[src/rtl/axis_combiner_pkg.sv]
// Shared definitions for the AXI-Stream channel combiner.
// Optional feature macro used by the top: AXIS_COMBINER_LAST_CHECK_EN.
package axis_combiner_pkg;

    // Default geometry: two 16-bit lanes packed into one 32-bit beat.
    localparam int DEF_IN_DATA_WIDTH = 16;
    localparam int DEF_CHANNELS      = 2;
    localparam int DEF_SIDE_WIDTH    = 1;

    // Per-channel tkeep width: one bit per byte when keep is carried, else a single bit.
    function automatic int keep_width(input int data_width, input bit keep_enable);
        return keep_enable ? (data_width + 7) / 8 : 1;
    endfunction

endpackage

[src/rtl/axis_combiner_slot.sv]
// One-deep holding register for a single input channel of the combiner.
// The slot takes a beat when it is empty, or when the top drains every slot
// in the same cycle (simultaneous drain and fill keeps full throughput).
module axis_combiner_slot #(
    parameter int DATA_WIDTH = 16,
    parameter int KEEP_WIDTH = 2,
    parameter int SIDE_WIDTH = 3
) (
    input  logic                  clk,
    input  logic                  rst,
    input  logic [DATA_WIDTH-1:0] s_data,
    input  logic [KEEP_WIDTH-1:0] s_keep,
    input  logic                  s_last,
    input  logic [SIDE_WIDTH-1:0] s_side,
    input  logic                  s_valid,
    output logic                  s_ready,
    input  logic                  load,
    output logic                  slot_valid,
    output logic [DATA_WIDTH-1:0] slot_data,
    output logic [KEEP_WIDTH-1:0] slot_keep,
    output logic                  slot_last,
    output logic [SIDE_WIDTH-1:0] slot_side
);

    logic                  valid_q, valid_d;
    logic [DATA_WIDTH-1:0] data_q, data_d;
    logic [KEEP_WIDTH-1:0] keep_q, keep_d;
    logic                  last_q, last_d;
    logic [SIDE_WIDTH-1:0] side_q, side_d;
    logic                  accept;

    assign s_ready = !valid_q || load;
    assign accept  = s_valid && s_ready;

    // Next-state: a new beat wins over a drain so that fill and drain can overlap.
    always_comb begin
        valid_d = valid_q;
        data_d  = data_q;
        keep_d  = keep_q;
        last_d  = last_q;
        side_d  = side_q;
        if (accept) begin
            valid_d = 1'b1;
            data_d  = s_data;
            keep_d  = s_keep;
            last_d  = s_last;
            side_d  = s_side;
        end else if (load) begin
            valid_d = 1'b0;
        end
    end

    // Occupancy flag is the only reset state of the slot.
    always_ff @(posedge clk or posedge rst) begin
        if (rst) valid_q <= 1'b0;
        else     valid_q <= valid_d;
    end

    // Payload registers carry no reset; they are qualified by valid_q.
    always_ff @(posedge clk) begin
        data_q <= data_d;
        keep_q <= keep_d;
        last_q <= last_d;
        side_q <= side_d;
    end

    assign slot_valid = valid_q;
    assign slot_data  = data_q;
    assign slot_keep  = keep_q;
    assign slot_last  = last_q;
    assign slot_side  = side_q;

endmodule

[src/rtl/axis_combiner.sv]
// Joins CHANNELS narrow AXI-Stream inputs into one wide output beat.
// Channel c lands in m_axis_tdata[c*IN_DATA_WIDTH +: IN_DATA_WIDTH]; sideband comes from channel 0.
// Optional: define AXIS_COMBINER_LAST_CHECK_EN to add the sticky last_mismatch flag.
//
// Handshake: a transfer happens on a rising edge where tvalid && tready are both high.
// tvalid never depends on tready; s_axis_tready depends on m_axis_tready only through load.
module axis_combiner
    import axis_combiner_pkg::*;
#(
    parameter int IN_DATA_WIDTH  = DEF_IN_DATA_WIDTH,
    parameter int CHANNELS       = DEF_CHANNELS,
    parameter bit IN_KEEP_ENABLE = (IN_DATA_WIDTH > 8),
    parameter int IN_KEEP_WIDTH  = keep_width(IN_DATA_WIDTH, IN_KEEP_ENABLE),
    parameter bit LAST_ENABLE    = 1'b1,
    parameter int ID_WIDTH       = DEF_SIDE_WIDTH,
    parameter int DEST_WIDTH     = DEF_SIDE_WIDTH,
    parameter int USER_WIDTH     = DEF_SIDE_WIDTH
) (
    input  logic                              clk,
    input  logic                              rst,
    input  logic [CHANNELS*IN_DATA_WIDTH-1:0] s_axis_tdata,
    input  logic [CHANNELS*IN_KEEP_WIDTH-1:0] s_axis_tkeep,
    input  logic [CHANNELS-1:0]               s_axis_tvalid,
    output logic [CHANNELS-1:0]               s_axis_tready,
    input  logic [CHANNELS-1:0]               s_axis_tlast,
    input  logic [CHANNELS*ID_WIDTH-1:0]      s_axis_tid,
    input  logic [CHANNELS*DEST_WIDTH-1:0]    s_axis_tdest,
    input  logic [CHANNELS*USER_WIDTH-1:0]    s_axis_tuser,
    output logic [CHANNELS*IN_DATA_WIDTH-1:0] m_axis_tdata,
    output logic [CHANNELS*IN_KEEP_WIDTH-1:0] m_axis_tkeep,
    output logic                              m_axis_tvalid,
    input  logic                              m_axis_tready,
    output logic                              m_axis_tlast,
    output logic [ID_WIDTH-1:0]               m_axis_tid,
    output logic [DEST_WIDTH-1:0]             m_axis_tdest,
    output logic [USER_WIDTH-1:0]             m_axis_tuser
`ifdef AXIS_COMBINER_LAST_CHECK_EN
    ,
    output logic                              last_mismatch
`endif
);

    localparam int SIDE_W = ID_WIDTH + DEST_WIDTH + USER_WIDTH;
    localparam int DATA_W = CHANNELS * IN_DATA_WIDTH;
    localparam int KEEP_W = CHANNELS * IN_KEEP_WIDTH;

    logic [CHANNELS-1:0]        slot_valid;
    logic [DATA_W-1:0]          slot_data;
    logic [KEEP_W-1:0]          slot_keep;
    logic [CHANNELS-1:0]        slot_last;
    logic [CHANNELS*SIDE_W-1:0] slot_side;
    logic                       load;

    logic              out_valid_q, out_valid_d;
    logic [DATA_W-1:0] out_data_q, out_data_d;
    logic [KEEP_W-1:0] out_keep_q, out_keep_d;
    logic              out_last_q, out_last_d;
    logic [SIDE_W-1:0] out_side_q, out_side_d;

    // A beat moves out only when every lane holds one and the output can take it.
    assign load = (&slot_valid) && (!out_valid_q || m_axis_tready);

    for (genvar c = 0; c < CHANNELS; c++) begin : g_slot
        axis_combiner_slot #(
            .DATA_WIDTH (IN_DATA_WIDTH),
            .KEEP_WIDTH (IN_KEEP_WIDTH),
            .SIDE_WIDTH (SIDE_W)
        ) u_slot (
            .clk        (clk),
            .rst        (rst),
            .s_data     (s_axis_tdata[c*IN_DATA_WIDTH +: IN_DATA_WIDTH]),
            .s_keep     (IN_KEEP_ENABLE ? s_axis_tkeep[c*IN_KEEP_WIDTH +: IN_KEEP_WIDTH]
                                        : {IN_KEEP_WIDTH{1'b1}}),
            .s_last     (s_axis_tlast[c]),
            .s_side     ({s_axis_tuser[c*USER_WIDTH +: USER_WIDTH],
                          s_axis_tdest[c*DEST_WIDTH +: DEST_WIDTH],
                          s_axis_tid[c*ID_WIDTH +: ID_WIDTH]}),
            .s_valid    (s_axis_tvalid[c]),
            .s_ready    (s_axis_tready[c]),
            .load       (load),
            .slot_valid (slot_valid[c]),
            .slot_data  (slot_data[c*IN_DATA_WIDTH +: IN_DATA_WIDTH]),
            .slot_keep  (slot_keep[c*IN_KEEP_WIDTH +: IN_KEEP_WIDTH]),
            .slot_last  (slot_last[c]),
            .slot_side  (slot_side[c*SIDE_W +: SIDE_W])
        );
    end

    // Output register: load refills it, an accepted beat without a refill empties it.
    always_comb begin
        out_valid_d = out_valid_q;
        out_data_d  = out_data_q;
        out_keep_d  = out_keep_q;
        out_last_d  = out_last_q;
        out_side_d  = out_side_q;
        if (load) begin
            out_valid_d = 1'b1;
            out_data_d  = slot_data;
            out_keep_d  = slot_keep;
            out_last_d  = LAST_ENABLE ? slot_last[0] : 1'b0;
            out_side_d  = slot_side[SIDE_W-1:0];
        end else if (m_axis_tready) begin
            out_valid_d = 1'b0;
        end
    end

    // Output valid flag; reset drops any pending beat at once.
    always_ff @(posedge clk or posedge rst) begin
        if (rst) out_valid_q <= 1'b0;
        else     out_valid_q <= out_valid_d;
    end

    // Output payload, qualified by out_valid_q.
    always_ff @(posedge clk) begin
        out_data_q <= out_data_d;
        out_keep_q <= out_keep_d;
        out_last_q <= out_last_d;
        out_side_q <= out_side_d;
    end

    assign m_axis_tvalid = out_valid_q;
    assign m_axis_tdata  = out_data_q;
    assign m_axis_tkeep  = out_keep_q;
    assign m_axis_tlast  = out_last_q;
    assign m_axis_tid    = out_side_q[ID_WIDTH-1:0];
    assign m_axis_tdest  = out_side_q[ID_WIDTH +: DEST_WIDTH];
    assign m_axis_tuser  = out_side_q[ID_WIDTH+DEST_WIDTH +: USER_WIDTH];

`ifdef AXIS_COMBINER_LAST_CHECK_EN
    logic mismatch_q, mismatch_d;

    // Lanes disagreeing on tlast at load means packet framing has drifted apart.
    always_comb begin
        mismatch_d = mismatch_q;
        if (load && (|slot_last) && !(&slot_last)) mismatch_d = 1'b1;
    end

    // Sticky error flag, cleared only by reset.
    always_ff @(posedge clk or posedge rst) begin
        if (rst) mismatch_q <= 1'b0;
        else     mismatch_q <= mismatch_d;
    end

    assign last_mismatch = mismatch_q;
`endif

endmodule

[config.mk]
export PLATFORM = sky130hd
export DESIGN_NAME = axis_combiner
export DESIGN_NICKNAME = d
export VERILOG_FILES = /design/src/rtl/axis_combiner_pkg.sv /design/src/rtl/axis_combiner_slot.sv /design/src/rtl/axis_combiner.sv
export SDC_FILE = /design/constraint.sdc
export NUM_CORES = 1
export LEC_CHECK = 0
export ABC_AREA = 1
export CAP_MARGIN = 5
export CELL_PAD_IN_SITES_DETAIL_PLACEMENT = 1
export CELL_PAD_IN_SITES_GLOBAL_PLACEMENT = 2
export CORE_MARGIN = 1.5
export CORE_UTILIZATION = 33
export CTS_BUF_LIST = sky130_fd_sc_hd__clkbuf_4
export DETAILED_ROUTE_END_ITERATION = 12
export GPL_ROUTABILITY_DRIVEN = 0
export HOLD_SLACK_MARGIN = 0.08
export PLACE_DENSITY_LB_ADDON = 0.1
export SLEW_MARGIN = 10
export SYNTH_ARGS = -nofsm -noshare
export SYNTH_HDL_FRONTEND = slang
export SYNTH_SLANG_ARGS = --single-unit
[constraint.sdc]
create_clock -name clk -period 2.4 [get_ports clk]
set_clock_uncertainty 0.05 [all_clocks]
set_input_delay 0.36 -clock clk [delete_from_list [all_inputs] [get_ports clk]]
set_output_delay 0.36 -clock clk [all_outputs]
set_load 0.1 [all_outputs]
# [After elaboration in Yosys (flattened, before gate mapping)]
# Cells that the tools add are included.
[totals] ff_bits=83 latchBits=0 mem_bits_rw=0 romBits=0 input_bits=49 n_memories=0
[classes] addsub=0 mul=0 div_mod_pow=0 order_cmp=0 eq_ne=0 n_shift=0 muxes=5 n_bitwise=0 n_reduce_logical=13
[op_table] cell="$reduce_bool 2->1" count=3
[op_table] cell="$mux 1" count=5
[op_table] cell="$logic_and 1x1->1" count=3
[op_table] cell="$logic_not 1->1" count=3
[op_table] cell="$logic_or 1x1->1" count=3
[op_table] cell="$reduce_and 2->1" count=1

# [Logic depth before layout (Yosys ltp)]
# Gate-level depths: netlist (run 1).
[depth] ltp_word=6 depth_mapped=5 ltp_nobuf=5

# [Modules after synthesis]
# Synthesis (run 1) repeated with hierarchy kept, for this count alone.
[unflattened] hier_cells=105 hier_area_um2=2672.6
[modules_own_cells] mod="axis_combiner_slot" instances=2 cells_per_inst=29 area_each_um2=709.4
[modules_own_cells] mod="axis_combiner" instances=1 cells_per_inst=47 area_each_um2=1253.7

# [Worst setup path after synthesis (run 1)]
# No wires, ideal clock.
[synth_path] kind="reg-to-reg" from="reg out_valid_q (netlist: m_axis_tvalid)" to="reg g_slot[0].u_slot.data_q[0] (enable)" setup_time_ps=408 t_arrival_ps=2158 t_required_ps=1942 slack_ps=-216 path_stages_with_launch=4 path_buffers=0 synth_period_minus_slack_ps=2616 path_cell_list="dfrtp_1 -> nand2_4 -> nand2_2 -> a21oi_1"
[synth_via] elab_chain_cells=5
[synth_lines] item="from (decl)" line_no="axis_combiner.sv:54" text="logic out_valid_q, out_valid_d;"
[synth_lines] item="from (signal assigned)" line_no="axis_combiner.sv:110" text="else out_valid_q <= out_valid_d;"
[synth_lines] item="$logic_not 1->1" line_no="axis_combiner.sv:61" text="assign load = (&slot_valid) && (!out_valid_q || m_axis_tready);"
[synth_lines] item="$logic_or 1x1->1" line_no="axis_combiner.sv:61"
[synth_lines] item="$logic_and 1x1->1" line_no="axis_combiner.sv:61"
[synth_lines] item="$logic_or 1x1->1" line_no="axis_combiner_slot.sv:32" text="assign s_ready = !valid_q || load;"
[synth_lines] item="$logic_and 1x1->1" line_no="axis_combiner_slot.sv:33" text="assign accept = s_valid && s_ready;"
[synth_lines] item="via g_slot[0].u_slot.accept" line_no="axis_combiner_slot.sv:30" text="logic accept;"
[synth_lines] item="to (signal assigned)" line_no="axis_combiner_slot.sv:61" text="data_q <= data_d;"
[synth_lines] item="to (decl)" line_no="axis_combiner_slot.sv:26" text="logic [DATA_WIDTH-1:0] data_q, data_d;"
# The timed path passes the listed nets, and every way through them passes these cells.
# A chain may end at the register's enable or synchronous reset.

# [Worst setup path in the final report (run 1)]
[layout_path] from="reg g_slot[1].u_slot.valid_q" to="out s_axis_tready[1]"
[layout_via] elab_chain_cells=3 word_cells_on_any_way=4
[layout_lines] item="from (decl)" line_no="axis_combiner_slot.sv:25" text="logic valid_q, valid_d;"
[layout_lines] item="from (signal assigned)" line_no="axis_combiner_slot.sv:56" text="else valid_q <= valid_d;"
[layout_lines] item="$reduce_and 2->1" line_no="axis_combiner.sv:61"
[layout_lines] item="$logic_and 1x1->1" line_no="axis_combiner.sv:61"
[layout_lines] item="$logic_or 1x1->1 *" line_no="axis_combiner_slot.sv:32"
[layout_lines] item="to (decl)" line_no="axis_combiner.sv:24" text="output logic [CHANNELS-1:0] s_axis_tready,"
# Mark *: on every way between the ends. The rest lies on a longest branch, timed or not.

==> results of run 1 <==
-- cells by family after synthesis --
| logic type | count (synthesis) |
|---|---|
| compound gates | 2 |
| buf+inv | 8 |
| simple gates | 8 |
| flops | 83 |
-- cell usage in the layout (no fill, tap or decap) --
cell type / instances
a21oi_2: 2
buf_12: 2
buf_4: 45
clkbuf_4: 12
clkdlybuf4s50_1: 44
clkinv_1: 2
clkinv_2: 3
dfrtp_1: 3
dlygate4sd3_1: 1
edfxtp_1: 80
inv_1: 4
inv_2: 1
nand2_1: 6
nand2_2: 1
nand2_4: 1
-- stage by stage --
stage | hold slack (ns) | worst slack (ns) | instance area, um2
4_1_cts | 0.378 | 0.552 | 3620
2_1_floorplan | 0.0636 | 0.103 | 2570
6_report | 0.375 | 0.608 | 3620
3_5_place_dp | 0.356 | 0.527 | 3500
5_1_grt | 0.390 | 0.486 | 3620
3_3_place_gp | 0.351 | 0.568 | 3500
-- power groups by stage --
stage	clock, W	sequential (W)	combinational (W)
2_1_floorplan	0	0.00279	0.000198
3_3_place_gp	0	0.00194	0.00138
3_5_place_dp	0	0.00195	0.00138
4_1_cts	0.000700	0.00192	0.00139
5_1_grt	0.000745	0.00194	0.00141
6_report	0.000661	0.00192	0.00137
-- worst max path at each step --
stage | startpoint | endpoint | slack (ns)
3_3_place_gp | m_axis_tready | g_slot[0].u_slot.slot_data[4] | 0.57
5_1_grt | g_slot[1].u_slot.slot_valid | s_axis_tready[1] | 0.49
3_5_place_dp | m_axis_tready | g_slot[0].u_slot.slot_side[1] | 0.53
2_1_floorplan | m_axis_tvalid | m_axis_tdata[0] | 0.10
4_1_cts | g_slot[1].u_slot.slot_valid | s_axis_tready[1] | 0.55
6_report | g_slot[1].u_slot.slot_valid | s_axis_tready[1] | 0.61
-- sequential cells by signal, indices dropped and copies added (netlist names), 2 cells and up --
register / flops
g_slot.u_slot.slot_data: 32
g_slot.u_slot.slot_keep: 4
g_slot.u_slot.slot_side: 3
g_slot.u_slot.slot_valid: 2
m_axis_tdata: 32
m_axis_tkeep: 4
out_side_q: 3
-- worst max-delay path, stage by stage (launching register included) --
cell and delay, ns:
dfrtp_1 0.42, nand2_1 0.11, inv_2 0.04, nand2_2 0.11
nand2_1 0.12, buf_12 0.19
-- layout make-up --
type,count,area [um2]
Inverter,6,22.5
Clock buffer,12,90.1
Tap cell,99,124
Clock inverter,4,18.8
Multi-Input combinational cell,10,57.6
Sequential cell,83,2480
Fill cell,703,3750
Timing Repair Buffer,92,828
-- what timing repair did --
| action | 4_1_cts | 5_1_grt |
|---|---|---|
| setup buffers | 0 | 0 |
| resized for setup | 0 | 0 |
| hold endpoints to repair | 3 | 0 |
| endpoints found under the setup margin | 0 | 0 |
| hold buffers | 1 | 0 |
-- per-layer routing --
| layer | routed length (um) | GRT usage [%] | vias up |
|---|---|---|---|
| met2 | 2210 | 19.3 | 57 |
| met3 | 281 | 3.69 | 11 |
| met5 | 0 | 0 | - |
| met1 | 1730 | 12.2 | 602 |
| met4 | 117 | 7.42 | 0 |
| li1 | - | - | 585 |
==> results.py, run 1 <==
metrics = {
    "outcome": {
        "status": "completed",
    },
    "synthesis": {
        "post-synth-top-count-cell": "edfxtp_1",
        "postSynthCellCount": 101,
        "synth_area_per_cell_um2": 25.4,
        "synthTopCellsByCount": "edfxtp_1, nand2_1, inv_1",
        "synth_edf_count": 80,
        "async_flop_share_pct": 3.61,
        "synth.area.mux_share_pct": 0,
        "yosys_warnings": 0,
        "synthXorXnorAreaFrac_pct": 0,
        "syn-num-nets": 150,
        "synth_fa_ha_area_share_pct": 0,
        "yosysSeqAreaShare_pct": 96.6,
        "synth_area_um2": 2560,
        "synth_cell_types": 9,
        "synth_top_family_by_area": "simple AND/OR/NAND/NOR gates",
        "ys_ff_latch": 83,
        "synthTopCellsByArea": "edfxtp_1, dfrtp_1, nand2_1, inv_1, buf_4",
        "synth_compound_area_share_pct": 0.390,
        "synth_top_area_share_pct": 93.7,
        "synthSimpleGateAreaFrac_pct": 1.56,
        "synth_top_cell_by_area": "edfxtp_1",
        "synth_ff_type": "edfxtp_1",
    },
    "placed_design": {
        "dp.cells": 289,
        "portBuffers": 87,
        "post-dp-hpwl_um": 3050,
    },
    "setup_path": {
        "start_kind": "register",
        "crit_fanout": 5,
        "criticalPathCategory": "reg2out",
        "worst_ep_arrival_time_ns": 1.38,
        "r2r-start": "g_slot[1].u_slot.slot_valid",
        "critPathCaptureType": "primary output",
        "ff2ff_path_depth": 5,
        "required_ns": 1.99,
        "r2r_setup_slack_ns": 0.95,
        "r2r_end": "g_slot[0].u_slot.slot_keep[0]",
    },
    "detailed_routing": {
        "vias": 1255,
        "wl_um": 4340,
        "drtIter0Drc": 40,
        "drc": 0,
        "wire_per_inst_um": 14.2,
        "final_antenna_net_count": 0,
        "vias_per_cell": 4.10,
        "drtPass1Iterations": 2,
    },
    "timing": {
        "fin_tns_setup_ns": 0,
        "min_period_ns": 1.79,
        "tightest_slew_ns": 0.301,
        "max_freq_ghz": 0.558,
        "slew_headroom_pct": 79.9,
        "hold_violations": 0,
        "final_max_slew_viol_count": 0,
        "period_share_pct": 74.7,
        "setup_violations": 0,
        "rsz0062_at_grt": "no",
    },
    "finish": {
        "areaGrowthSynthToFinish_pct": 41.1,
        "finalNetCount": 251,
        "final_layout_size_suffix_gt1_share_pct": 32.4,
        "fin_cells": 306,
        "fin_util_pct": 49.1,
        "n_antenna_cell": 0,
    },
    "clocking": {
        "insertion_delay_ns": 0.40,
        "cts-buffers-inserted": 9,
        "cts_tree": "built",
        "cts_root_buf": "clkbuf_4",
        "h-tree-depth": 3,
        "path_clk_slew_ns": 0.12,
        "clock_path_buffers": 2,
        "clock-sinks": 83,
    },
    "power": {
        "switching_share_pct": 40.0,
        "seqPwrFrac_pct": 48.5,
        "leakagePower_nw": 1.33,
        "p_total_w": 0.00395,
        "power.density_nw_per_um2": 1090,
        "switchingPower_w": 0.00158,
        "irDropWorstVdd_mv": 0.377,
        "power_frac_comb_pct": 34.8,
        "p_clk_share_pct": 16.7,
        "internal-power_w": 0.00237,
    },
    "worst_hold_path": {
        "hold_depth": 0,
        "hp-start": "g_slot[0].u_slot.slot_data[4]",
        "holdPathEnd": "m_axis_tdata[4]",
        "hold_path_class": "reg2reg",
    },
    "floorplan": {
        "coreArea_um2": 7370,
        "die_w_um": 91.2,
        "die_h_um": 91.2,
        "dieArea_um2": 8310,
        "num_rows": 31,
        "initial_core_util_pct": 34.8,
        "num_io_pins": 92,
    },
    "grt": {
        "grt_max_degree": 23,
        "grt_first_pass_wirelength_um": 6890,
        "antenna_found_initial": 0,
        "gr-usage-all-layers_pct": 11.4,
        "gr-total-overflow": 0,
        "first_global_vias": 1376,
    },
    "run": {
        "cap_violations": 0,
    },
}
Power figures use the tool's default switching activity.
==> inputs of run 2 (changes only) <==
- clock period: 2.4 -> 1.8 ns (I/O delays scaled with it)
==> results.py, run 2 (synthesis results as in run 1) <==
metrics = {
    "clocking": {
        "clock-sinks": 83,
        "path_clk_slew_ns": 0.13,
        "cts_tree": "built",
        "clock_path_buffers": 2,
        "cts_root_buf": "clkbuf_4",
        "insertion_delay_ns": 0.41,
        "cts-buffers-inserted": 9,
        "h-tree-depth": 3,
    },
    "setup_path": {
        "r2r-start": "m_axis_tvalid",
        "ff2ff_path_depth": 4,
        "crit_fanout": 5,
        "critPathCaptureType": "primary output",
        "r2r_setup_slack_ns": 0.41,
        "required_ns": 1.48,
        "r2r_end": "g_slot[0].u_slot.slot_data[0]",
        "criticalPathCategory": "reg2out",
        "worst_ep_arrival_time_ns": 1.40,
        "start_kind": "register",
    },
    "power": {
        "seqPwrFrac_pct": 46.2,
        "switchingPower_w": 0.00224,
        "power.density_nw_per_um2": 1410,
        "leakagePower_nw": 1.45,
        "switching_share_pct": 39.6,
        "irDropWorstVdd_mv": 0.559,
        "internal-power_w": 0.00341,
        "power_frac_comb_pct": 37.7,
        "p_clk_share_pct": 16.1,
    },
    "grt": {
        "grt_first_pass_wirelength_um": 7090,
        "gr-total-overflow": 0,
        "grt_max_degree": 41,
        "first_global_vias": 1407,
        "gr-usage-all-layers_pct": 11.8,
        "antenna_found_initial": 0,
    },
    "floorplan": {
        "die_h_um": 91.2,
        "die_w_um": 91.2,
        "initial_core_util_pct": 34.8,
        "num_rows": 31,
        "num_io_pins": 92,
        "coreArea_um2": 7370,
        "dieArea_um2": 8310,
    },
    "detailed_routing": {
        "wire_per_inst_um": 14.6,
        "vias_per_cell": 4.11,
        "wl_um": 4480,
        "final_antenna_net_count": 0,
        "vias": 1263,
        "drtPass1Iterations": 4,
        "drc": 0,
        "drtIter0Drc": 60,
    },
    "timing": {
        "rsz0062_at_grt": "no",
        "setup_violations": 0,
        "holdWs_ns": 0.353,
        "tightest_slew_ns": 0.280,
        "max_freq_ghz": 0.582,
        "slew_headroom_pct": 81.5,
        "min_period_ns": 1.72,
        "hold_violations": 0,
        "period_share_pct": 95.5,
        "final_max_slew_viol_count": 0,
    },
    "finish": {
        "final_layout_size_suffix_gt1_share_pct": 35.1,
        "multi_input_area_um2": 82.6,
        "fill_cells": 674,
        "final_area_um2": 4010,
        "areaGrowthSynthToFinish_pct": 56.1,
        "finalNetCount": 252,
        "register_area_um2": 2480,
        "layout_commonest_cell": "edfxtp_1",
        "n_antenna_cell": 0,
        "final_cell_mix": "edfxtp_1, clkdlybuf4s50_1, buf_12, buf_4, clkbuf_4",
    },
    "worst_hold_path": {
        "hp-start": "s_axis_tid[0]",
        "hold_path_class": "in2reg",
        "holdPathEnd": "g_slot[0].u_slot.slot_side[0]",
        "hold_depth": 1,
    },
    "placed_design": {
        "portBuffers": 87,
        "dpl_cell_area_um2": 3860,
    },
    "outcome": {
        "status": "completed",
    },
    "run": {
        "cap_violations": 0,
    },
}
run 2: how the worst max path moves through the flow:
stage                       start                       endpoint  slack (ns)  cells after the start
floorplan           m_axis_tvalid                m_axis_tdata[0]       -0.01                      3
global placement    m_axis_tready                  out_side_q[0]        0.17                      6
detailed placement  m_axis_tready  g_slot[0].u_slot.slot_keep[0]        0.15                      6
CTS                 m_axis_tvalid               s_axis_tready[1]        0.03                      4
global route        m_axis_tvalid               s_axis_tready[1]        0.01                      4
finish              m_axis_tvalid               s_axis_tready[1]        0.08                      4
run 2: layout make-up:
type                            count  share of cell area, %
Tap cell                           99                   3.09
Inverter                            6                  0.656
Multi-Input combinational cell     10                   2.06
Sequential cell                    83                   61.9
Timing Repair Buffer               93                   29.3
Clock inverter                      6                   1.06
Clock buffer                       10                   1.87
run 2: power by group through the flow:
stage | combinational (W) | sequential (W) | clock, W
3_5_place_dp | 0.00212 | 0.00266 | 0
2_1_floorplan | 0.000283 | 0.00372 | 0
3_3_place_gp | 0.00211 | 0.00265 | 0
4_1_cts | 0.00215 | 0.00261 | 0.000964
6_report | 0.00213 | 0.00261 | 0.000912
5_1_grt | 0.00219 | 0.00264 | 0.00102
run 2: layer usage:
metal | GRT usage, % | vias to the layer above | part of all wire, %
met5 | 0 | - | 0
met4 | 7.68 | 0 | 3.0
met3 | 4.69 | 11 | 8.3
met2 | 19.2 | 62 | 51
met1 | 12.6 | 600 | 38
li1 | - | 590 | -
run 2: through the flow:
step                      TNS, ns  utilization (%)  setup slack, ns  power, W  std cells
after global routing            0             54.3          0.00967   0.00585        307
after detailed placement        0             52.3            0.154   0.00478        288
after floorplan            -0.487                -          -0.0122   0.00401        101
after CTS                       0             54.3           0.0339   0.00572        307
after global placement          0             52.3            0.168   0.00475        288
final                           0             54.3           0.0804   0.00565        307
run 2: timing repair:
item | CTS | global route
resized for setup | 2 | 0
setup endpoints to repair | 2 | 0
hold endpoints to repair | 3 | 0
hold buffers | 1 | 0
setup buffers | 2 | 0
run 2: critical path: stages (launching register included):
cell and delay, ns:
dfrtp_4 0.53, nand2_4 0.09, nand2_4 0.09, nand2_2 0.11, buf_12 0.18
==> inputs of run 3 (changes only) <==
- CELL_PAD_IN_SITES_DETAIL_PLACEMENT: 1 -> not set
- CELL_PAD_IN_SITES_GLOBAL_PLACEMENT: 2 -> not set
- CORE_UTILIZATION: 33 -> 46
==> results.py, run 3 (synthesis results as in run 1) <==
metrics = {
    "power": {
        "power_frac_comb_pct": 35.9,
        "leakagePower_nw": 1.40,
        "p_clk_share_pct": 18.2,
        "irDropWorstVdd_mv": 0.662,
        "seqPwrFrac_pct": 45.9,
        "switchingPower_w": 0.00216,
        "power.density_nw_per_um2": 1460,
        "switching_share_pct": 38.6,
        "internal-power_w": 0.00344,
    },
    "clocking": {
        "cts-buffers-inserted": 9,
        "h-tree-depth": 3,
        "insertion_delay_ns": 0.40,
        "path_clk_slew_ns": 0.12,
        "cts_tree": "built",
        "clock-sinks": 83,
        "cts_root_buf": "clkbuf_4",
        "clock_path_buffers": 2,
    },
    "finish": {
        "final_cell_mix": "edfxtp_1, clkdlybuf4s50_1, buf_4, buf_12, clkbuf_4",
        "fin_util_pct": 70.4,
        "areaGrowthSynthToFinish_pct": 49.2,
        "fill_cells": 365,
        "final_area_um2": 3830,
        "final_layout_size_suffix_gt1_share_pct": 34.9,
        "finalNetCount": 253,
        "fin_cells": 281,
        "n_antenna_cell": 0,
        "layout_commonest_cell": "edfxtp_1",
    },
    "floorplan": {
        "die_h_um": 77.7,
        "dieArea_um2": 6030,
        "num_rows": 27,
        "initial_core_util_pct": 47.2,
        "num_io_pins": 92,
        "die_w_um": 77.7,
        "coreArea_um2": 5440,
    },
    "timing": {
        "period_share_pct": 95.8,
        "fin_tns_setup_ns": 0,
        "slew_headroom_pct": 81.3,
        "rsz0062_at_grt": "no",
        "final_max_slew_viol_count": 0,
        "final.setup.worst_slack_ns": 0.0751,
        "hold_violations": 0,
        "min_period_ns": 1.72,
        "setup_violations": 0,
        "max_freq_ghz": 0.580,
        "tightest_slew_ns": 0.283,
    },
    "placed_design": {
        "dpl_cell_area_um2": 3660,
        "post-dp-hpwl_um": 2850,
        "portBuffers": 87,
        "dp.cells": 262,
        "place_ws_ns": 0.136,
    },
    "grt": {
        "grt_max_degree": 30,
        "gr-total-overflow": 0,
        "antenna_found_initial": 0,
        "grt_first_pass_wirelength_um": 6090,
        "gr-usage-all-layers_pct": 14.2,
        "first_global_vias": 1296,
    },
    "setup_path": {
        "cp_cell_sequence": "nand2_4 > nand2_4 > nand2_2 > buf_12",
        "critPathCaptureType": "primary output",
        "criticalPathCategory": "reg2out",
        "cpMaxStageDelayCell": "dfrtp_4",
        "crit_fanout": 5,
        "start_kind": "register",
        "crit_buf_inv": 1,
        "crit_top_cell": "nand2_4",
        "worst_ep_arrival_time_ns": 1.40,
        "required_ns": 1.48,
        "crit_family": "flip-flops",
        "cpPeakStageDelay_ns": 0.53,
    },
    "detailed_routing": {
        "drtIter0Drc": 66,
        "wl_um": 4050,
        "drc": 0,
        "vias_per_cell": 4.44,
        "wire_per_inst_um": 14.4,
        "drtPass1Iterations": 4,
        "final_antenna_net_count": 0,
        "vias": 1249,
    },
    "worst_hold_path": {
        "hold_path_class": "in2reg",
    },
    "outcome": {
        "status": "completed",
    },
    "run": {
        "cap_violations": 0,
    },
}
-- run 3: power by group through the flow --
stage               Sequential (W)  Clock [W]  Combinational (W)
floorplan                  0.00372          0           0.000283
global placement           0.00261          0            0.00198
detailed placement         0.00263          0            0.00199
CTS                        0.00258    0.00106            0.00201
global route               0.00260    0.00113            0.00206
finish                     0.00257    0.00102            0.00201
-- run 3: layout make-up --
class / count / area [um2] / share of cell area [%]
timing repair buffer: 94 / 1010 / 26.3
clock inverter: 5 / 53.8 / 1.41
inverter: 6 / 26.3 / 0.686
sequential: 83 / 2480 / 64.8
multi-input combinational: 10 / 87.6 / 2.29
clock buffer: 11 / 82.6 / 2.16
tap: 72 / 90.1 / 2.35
-- run 3: through the flow --
stage	hold slack (ns)	power (W)
floorplan	-0.0263	0.00401
global placement	0.350	0.00459
detailed placement	0.355	0.00463
CTS	0.336	0.00565
global route	0.334	0.00580
finish	0.364	0.00560
-- run 3: timing repair --
action	4_1_cts	5_1_grt
setup buffers	1	1
hold buffers	1	0
setup endpoints to repair	2	2
hold endpoints to repair	3	0
gates resized for setup	0	3
-- run 3: final timing paths --
| kind | start | endpoint | slack, ns | depth (start not counted) |
|---|---|---|---|---|
| max | m_axis_tvalid | s_axis_tready[0] | 0.08 | 4 |
| min | s_axis_tdata[10] | g_slot[0].u_slot.slot_data[10] | 0.36 | 1 |
| min in group asynchronous | rst | g_slot[1].u_slot.slot_valid | 0.54 | 3 |
| min reg2reg | g_slot[0].u_slot.slot_data[15] | m_axis_tdata[15] | 0.38 | 0 |
| max in group asynchronous | rst | m_axis_tvalid | 1.00 | 3 |
| max reg2reg | m_axis_tvalid | g_slot[0].u_slot.slot_side[1] | 0.40 | 4 |
-- run 3: routing by layer --
metal	track usage (%)	part of all wire, %	vias up
li1	-	-	589
met3	4.71	7.4	9
met1	14.8	36	598
met5	0	0	-
met2	24.6	55	53
met4	8.73	2.0	0
